`src/rtl/lzc_normalizer.sv`:
```
// Leading-zero count + left-normalise, latency PIPE_STAGES (count in stage 1, shift in the last stage).
// Backpressure: a stage reloads only when empty or draining, so a stalled output holds and in_ready follows out_ready.
module lzc_normalizer #(
    parameter int RANGE_WIDTH = 16,
    parameter int D_SIZE      = 5,
    parameter int PIPE_STAGES = 2,
    parameter int ACC_WIDTH   = 24
) (
    input  logic                   clk,
    input  logic                   reset,
    input  logic                   in_valid,
    output logic                   in_ready,
    input  logic [RANGE_WIDTH-1:0] in_data,
    output logic                   out_valid,
    input  logic                   out_ready,
    output logic [D_SIZE-1:0]      out_lzc,
    output logic [RANGE_WIDTH-1:0] out_norm,
    output logic                   out_zero,
    input  logic                   acc_clear,
    output logic [ACC_WIDTH-1:0]   acc_total
);

    if (RANGE_WIDTH < 2 || RANGE_WIDTH > 64) begin : g_bad_width
        $fatal(1, "lzc_normalizer: RANGE_WIDTH must be 2..64");
    end
    if (D_SIZE < $clog2(RANGE_WIDTH + 1)) begin : g_bad_dsize
        $fatal(1, "lzc_normalizer: D_SIZE too small for RANGE_WIDTH");
    end
    if (PIPE_STAGES != 1 && PIPE_STAGES != 2) begin : g_bad_stages
        $fatal(1, "lzc_normalizer: PIPE_STAGES must be 1 or 2");
    end

    logic [D_SIZE-1:0]    in_lzc;
    logic                 in_zero;
    logic                 out_fire;
    logic [ACC_WIDTH-1:0] acc_q;

    // Ascending scan so the highest set bit is the last assignment and wins.
    always_comb begin
        in_lzc = D_SIZE'(RANGE_WIDTH);
        for (int i = 0; i < RANGE_WIDTH; i++) begin
            if (in_data[i]) begin
                in_lzc = D_SIZE'(RANGE_WIDTH - 1 - i);
            end
        end
    end

    assign in_zero = ~|in_data;

    if (PIPE_STAGES == 1) begin : g_one
        logic                   st_vld;
        logic [RANGE_WIDTH-1:0] st_norm;
        logic [D_SIZE-1:0]      st_lzc;
        logic                   st_zero;
        logic                   st_load;

        assign st_load  = !st_vld || out_ready;
        assign in_ready = st_load;

        always_ff @(posedge clk or negedge reset) begin
            if (!reset) begin
                st_vld  <= 1'b0;
                st_norm <= '0;
                st_lzc  <= '0;
                st_zero <= 1'b0;
            end else if (st_load) begin
                st_vld <= in_valid;
                if (in_valid) begin
                    st_norm <= in_data << in_lzc;
                    st_lzc  <= in_lzc;
                    st_zero <= in_zero;
                end
            end
        end

        assign out_valid = st_vld;
        assign out_norm  = st_norm;
        assign out_lzc   = st_lzc;
        assign out_zero  = st_zero;
    end else begin : g_two
        logic                   s1_vld;
        logic [RANGE_WIDTH-1:0] s1_dat;
        logic [D_SIZE-1:0]      s1_lzc;
        logic                   s1_zero;
        logic                   s1_load;
        logic                   s2_vld;
        logic [RANGE_WIDTH-1:0] s2_norm;
        logic [D_SIZE-1:0]      s2_lzc;
        logic                   s2_zero;
        logic                   s2_load;

        assign s2_load  = !s2_vld || out_ready;
        assign s1_load  = !s1_vld || s2_load;
        assign in_ready = s1_load;

        always_ff @(posedge clk or negedge reset) begin
            if (!reset) begin
                s1_vld  <= 1'b0;
                s1_dat  <= '0;
                s1_lzc  <= '0;
                s1_zero <= 1'b0;
            end else if (s1_load) begin
                s1_vld <= in_valid;
                if (in_valid) begin
                    s1_dat  <= in_data;
                    s1_lzc  <= in_lzc;
                    s1_zero <= in_zero;
                end
            end
        end

        // Shift by RANGE_WIDTH for an all-zero word yields zero, so no special case.
        always_ff @(posedge clk or negedge reset) begin
            if (!reset) begin
                s2_vld  <= 1'b0;
                s2_norm <= '0;
                s2_lzc  <= '0;
                s2_zero <= 1'b0;
            end else if (s2_load) begin
                s2_vld <= s1_vld;
                if (s1_vld) begin
                    s2_norm <= s1_dat << s1_lzc;
                    s2_lzc  <= s1_lzc;
                    s2_zero <= s1_zero;
                end
            end
        end

        assign out_valid = s2_vld;
        assign out_norm  = s2_norm;
        assign out_lzc   = s2_lzc;
        assign out_zero  = s2_zero;
    end

    assign out_fire = out_valid && out_ready;

    always_ff @(posedge clk or negedge reset) begin
        if (!reset) begin
            acc_q <= '0;
        end else if (acc_clear) begin
            acc_q <= out_fire ? ACC_WIDTH'(out_lzc) : '0;
        end else if (out_fire) begin
            acc_q <= acc_q + ACC_WIDTH'(out_lzc);
        end
    end

    assign acc_total = acc_q;

endmodule
```
`config.mk`:
```
export PLATFORM = sky130hd
export DESIGN_NAME = lzc_normalizer
export DESIGN_NICKNAME = d
export VERILOG_FILES = /design/src/rtl/lzc_normalizer.sv
export SDC_FILE = /design/constraint.sdc
export NUM_CORES = 1
export LEC_CHECK = 0
export CAP_MARGIN = 20
export CORE_AREA = 2 2 128 130
export CTS_CLUSTER_SIZE = 25
export DETAILED_ROUTE_END_ITERATION = 8
export DIE_AREA = 0 0 130 132
export GPL_TIMING_DRIVEN = 0
export PLACE_DENSITY_LB_ADDON = 0.05
export SLEW_MARGIN = 0
export SYNTH_ARGS = -nofsm -noshare
export SYNTH_HDL_FRONTEND = slang
export SYNTH_SLANG_ARGS = --single-unit
```
`constraint.sdc`:
```
create_clock -name clk -period 2.6 [get_ports clk]
set_input_delay 0.52 -clock clk [delete_from_list [all_inputs] [get_ports clk]]
set_output_delay 0.52 -clock clk [all_outputs]
set_load 0.1 [all_outputs]
```
==> results.yml, run 1 <==
final_layout:
  nets: 478
  fillCellCount: 1637
  syn2layout_area_growth_pct: 33.3
  drive_gt1_share_pct: 15.6
  fin_cells: 671
  finalCoreUtilization_pct: 32.8
  antenna_cells: 0
  fin_area_um2: 5160
floorplan:
  start_util_pct: 24.6
  core_region_area_um2: 15700
  fp.dieH_um: 132
  die_area_um2: 17200
  die_w_um: 130
  fp-row-count: 46
  num_io_pins: 69
power_and_ir_drop:
  finalPower_uw: 3990
  powerDensity_nw_per_um2: 773
  leakage_uw: 0.00211
  ir_drop_mv: 0.322
logic_synthesis:
  yosys.area.top_type: "dfrtp_1"
  yosysTopAreaCellShare_pct: 45.3
  synth_edf_count: 0
  ys_ff_latch: 70
  ys_async_sr_fraction_pct: 100
  netlist-cell-type-count: 57
  syn_area_um2: 3870
  yosysWarnings: 0
  synth_cells: 371
  synthTopCellsByArea: "dfrtp_1 (45%), mux2_2 (6.4%), mux4_2 (4.7%), mux2i_1 (4.1%), nor2_1 (3.7%)"
  synth_ff_type: "dfrtp_1"
  synthesis.nets: 398
  seq_area_frac_synth_pct: 45.3
  syn_area_per_cell_um2: 10.4
clock_tree:
  cts_tree: "done"
  numCtsBuffers: 9
  clock-root-buffer: "clkbuf_16"
  clk_pin_slew_ns: 0.06
  clock_latency_ns: 0.34
  cts_max_path_buffers: 2
  hold_buffers: 0
  cts_sinks: 70
  htreeDepth: 3
placement:
  hpwlAfterDp_um: 8450
  dp.cells: 656
  place_congestion: 0.790
  dpl_cell_area_um2: 4870
  port_buffers: 68
route:
  routed_wl_um: 11100
  drt_iter0_drc: 130
  vias: 3118
  wl_per_cell_um: 16.6
  detail-route-antenna-nets: 0
  viasPerCell: 4.65
  drc: 0
  dr.pass1.iters: 4
setup_path:
  cp.required_ns: 2.08
  critPathSlowestCell: "clkdlybuf4s50_1"
  crit_chain: "clkdlybuf4s50_1"
  critical_path_class: "register to output port"
  path_delay_family: "buffers and inverters"
  startpoint_type: "register"
  path_buf_inv: 1
  cp-end-kind: "output port"
  critical-path-max-stage-delay_ns: 1.18
  crit_fanout: 5
  cp.arrival_ns: 2.01
grt:
  grt_max_degree: 58
  grt_pass1_wl_um: 18200
  antenna_found_initial: 0
  grtUsageTotal_pct: 13.6
  grt_pass1_vias: 3272
  grt.overflow.total: 0
sta:
  tightest_slew_ns: 0.980
  finalCritPeriodShare_pct: 97.2
  rsz0062_at_grt: "no"
  finalSetupViolations: 0
  skew_ns: 0.0114
  max_freq_ghz: 0.396
  slew_viol_final: 0
  hold_viol_final: 0
  relSlewSlack_pct: 34.5
  fin_crit_ns: 2.53
  whs_ns: 0.0448
outcome:
  status: "finished, final reports clean"
run:
  maxCapViolCount: 0
worst_hold_path:
  min_path_type: "input pin to asynchronous set/reset pin"
[worst paths after layout]
path                               from             to  slack, ns  cells after the start
min reg2reg                 out_norm[4]    out_norm[4]       0.47                      2
min                               reset  acc_total[17]       0.04                      1
min in group clk            out_norm[4]    out_norm[4]       0.47                      2
max in group asynchronous         reset     out_lzc[0]       1.97                      2
max                        acc_total[6]   acc_total[6]       0.07                      1
max reg2reg                  out_lzc[0]  acc_total[20]       0.18                      9
[metal layers]
metal / vias up / share of wire (%) / GRT usage (%)
li1: 1523 / - / -
met1: 1532 / 54 / 20.8
met2: 52 / 41 / 19.0
met3: 11 / 3.3 / 2.56
met4: 0 / 1.7 / 4.90
met5: - / 0 / 0
[repair_timing]
item                                    CTS  global route
pin swaps                                 0             0
resized for setup                         3             4
endpoints found under the setup margin    1             2
buffers inserted                          0             0
[cell usage after synthesis, types with 4 or more instances]
cell type  count
a211oi_1       5
a21o_1         6
a21oi_1       16
buf_2          6
clkbuf_1      12
dfrtp_1       70
ha_1           5
inv_1          8
mux2_2        22
mux2i_1       16
mux4_2         8
nand2_1       24
nand2b_1       6
nand3_1       10
nor2_1        38
nor3_1         5
nor4_1         4
o211ai_1       6
o21ai_0       21
o21ai_1        8
o31ai_1        5
xor2_1        14
[per-stage QoR]
step                setup TNS (ns)  setup WS (ns)
floorplan                        0         0.0132
global placement           -123.95          -2.27
detailed placement          -0.444         -0.444
CTS                              0         0.0338
global route                     0         0.0391
finish                           0         0.0728
[report_power, final]
part / internal [µW] / switching, µW
clock network: 718 / 453
logic: 437 / 1040
registers: 1230 / 110
[registers in the layout, summed over array words and instances, names as in the netlist]
signal / flops
g_two.s1_dat: 16
out_norm: 16
acc_total: 24
g_two.s1_lzc: 5
g_two.s1_zero: 1
g_two.s1_vld: 1
out_zero: 1
out_lzc: 5
out_valid: 1
[cell families (layout without fill, tap and decap cells)]
kind of cell | Yosys count | after routing | share of synthesized area [%]
buffers and inverters | 29 | 113 | 3.30
AOI/OAI and AO/OA | 91 | 91 | 15.3
DFF | 70 | 70 | 45.3
muxes | 46 | 46 | 15.2
xor gates and xnor gates | 15 | 15 | 3.39
adders and majority gates | 6 | 6 | 2.13
and+or+nand+nor | 114 | 114 | 15.5
[cells in the final DEF (no fill, tap or decap), types with 3 or more instances in the layout]
cell | Yosys | final
a211oi_1 | 5 | 5
o21a_1 | 3 | 3
buf_2 | 6 | 4
o21ai_0 | 21 | 21
ha_1 | 5 | 4
and3_1 | 3 | 3
clkbuf_16 | 0 | 9
nand3_1 | 10 | 10
nor2_1 | 38 | 38
a21o_1 | 6 | 6
mux4_2 | 8 | 8
nand4_1 | 3 | 3
or3_1 | 3 | 3
nand2b_1 | 6 | 6
a2bb2oi_1 | 3 | 3
clkbuf_1 | 12 | 14
nor3_1 | 5 | 5
nor4_1 | 4 | 4
o211ai_1 | 6 | 6
o31ai_1 | 5 | 5
clkdlybuf4s50_1 | 0 | 65
clkbuf_8 | 0 | 3
mux2i_1 | 16 | 16
xor2_1 | 14 | 14
nand2_1 | 24 | 23
o21ai_1 | 8 | 7
dfrtp_1 | 70 | 65
inv_1 | 8 | 8
a21oi_1 | 16 | 16
nor2b_1 | 3 | 3
dfrtp_4 | 0 | 3
mux2_2 | 22 | 22
[layout make-up]
| class | instances | area [µm²] | share of cell area, % |
|---|---|---|---|
| Multi-Input combinational cell | 272 | 2000 | 38.7 |
| Sequential cell | 70 | 1770 | 34.2 |
| Timing Repair Buffer | 69 | 709 | 13.7 |
| Clock buffer | 14 | 274 | 5.31 |
| Tap cell | 216 | 270 | 5.24 |
| Buffer | 20 | 103 | 1.99 |
| Inverter | 9 | 33.8 | 0.655 |
| Clock inverter | 1 | 5.00 | 0.0970 |
Power figures use the tool's default switching activity.
==> run 2: changes to the inputs <==
--- a/config.mk
+++ b/config.mk
@@ -12,6 +12,7 @@
 export DIE_AREA = 0 0 130 132
 export GPL_TIMING_DRIVEN = 0
 export PLACE_DENSITY_LB_ADDON = 0.05
+export SETUP_SLACK_MARGIN = 0.02
 export SLEW_MARGIN = 0
 export SYNTH_ARGS = -nofsm -noshare
 export SYNTH_HDL_FRONTEND = slang
==> results of run 2 <==
Final layout, timing and power as in run 1 (identical DEF).
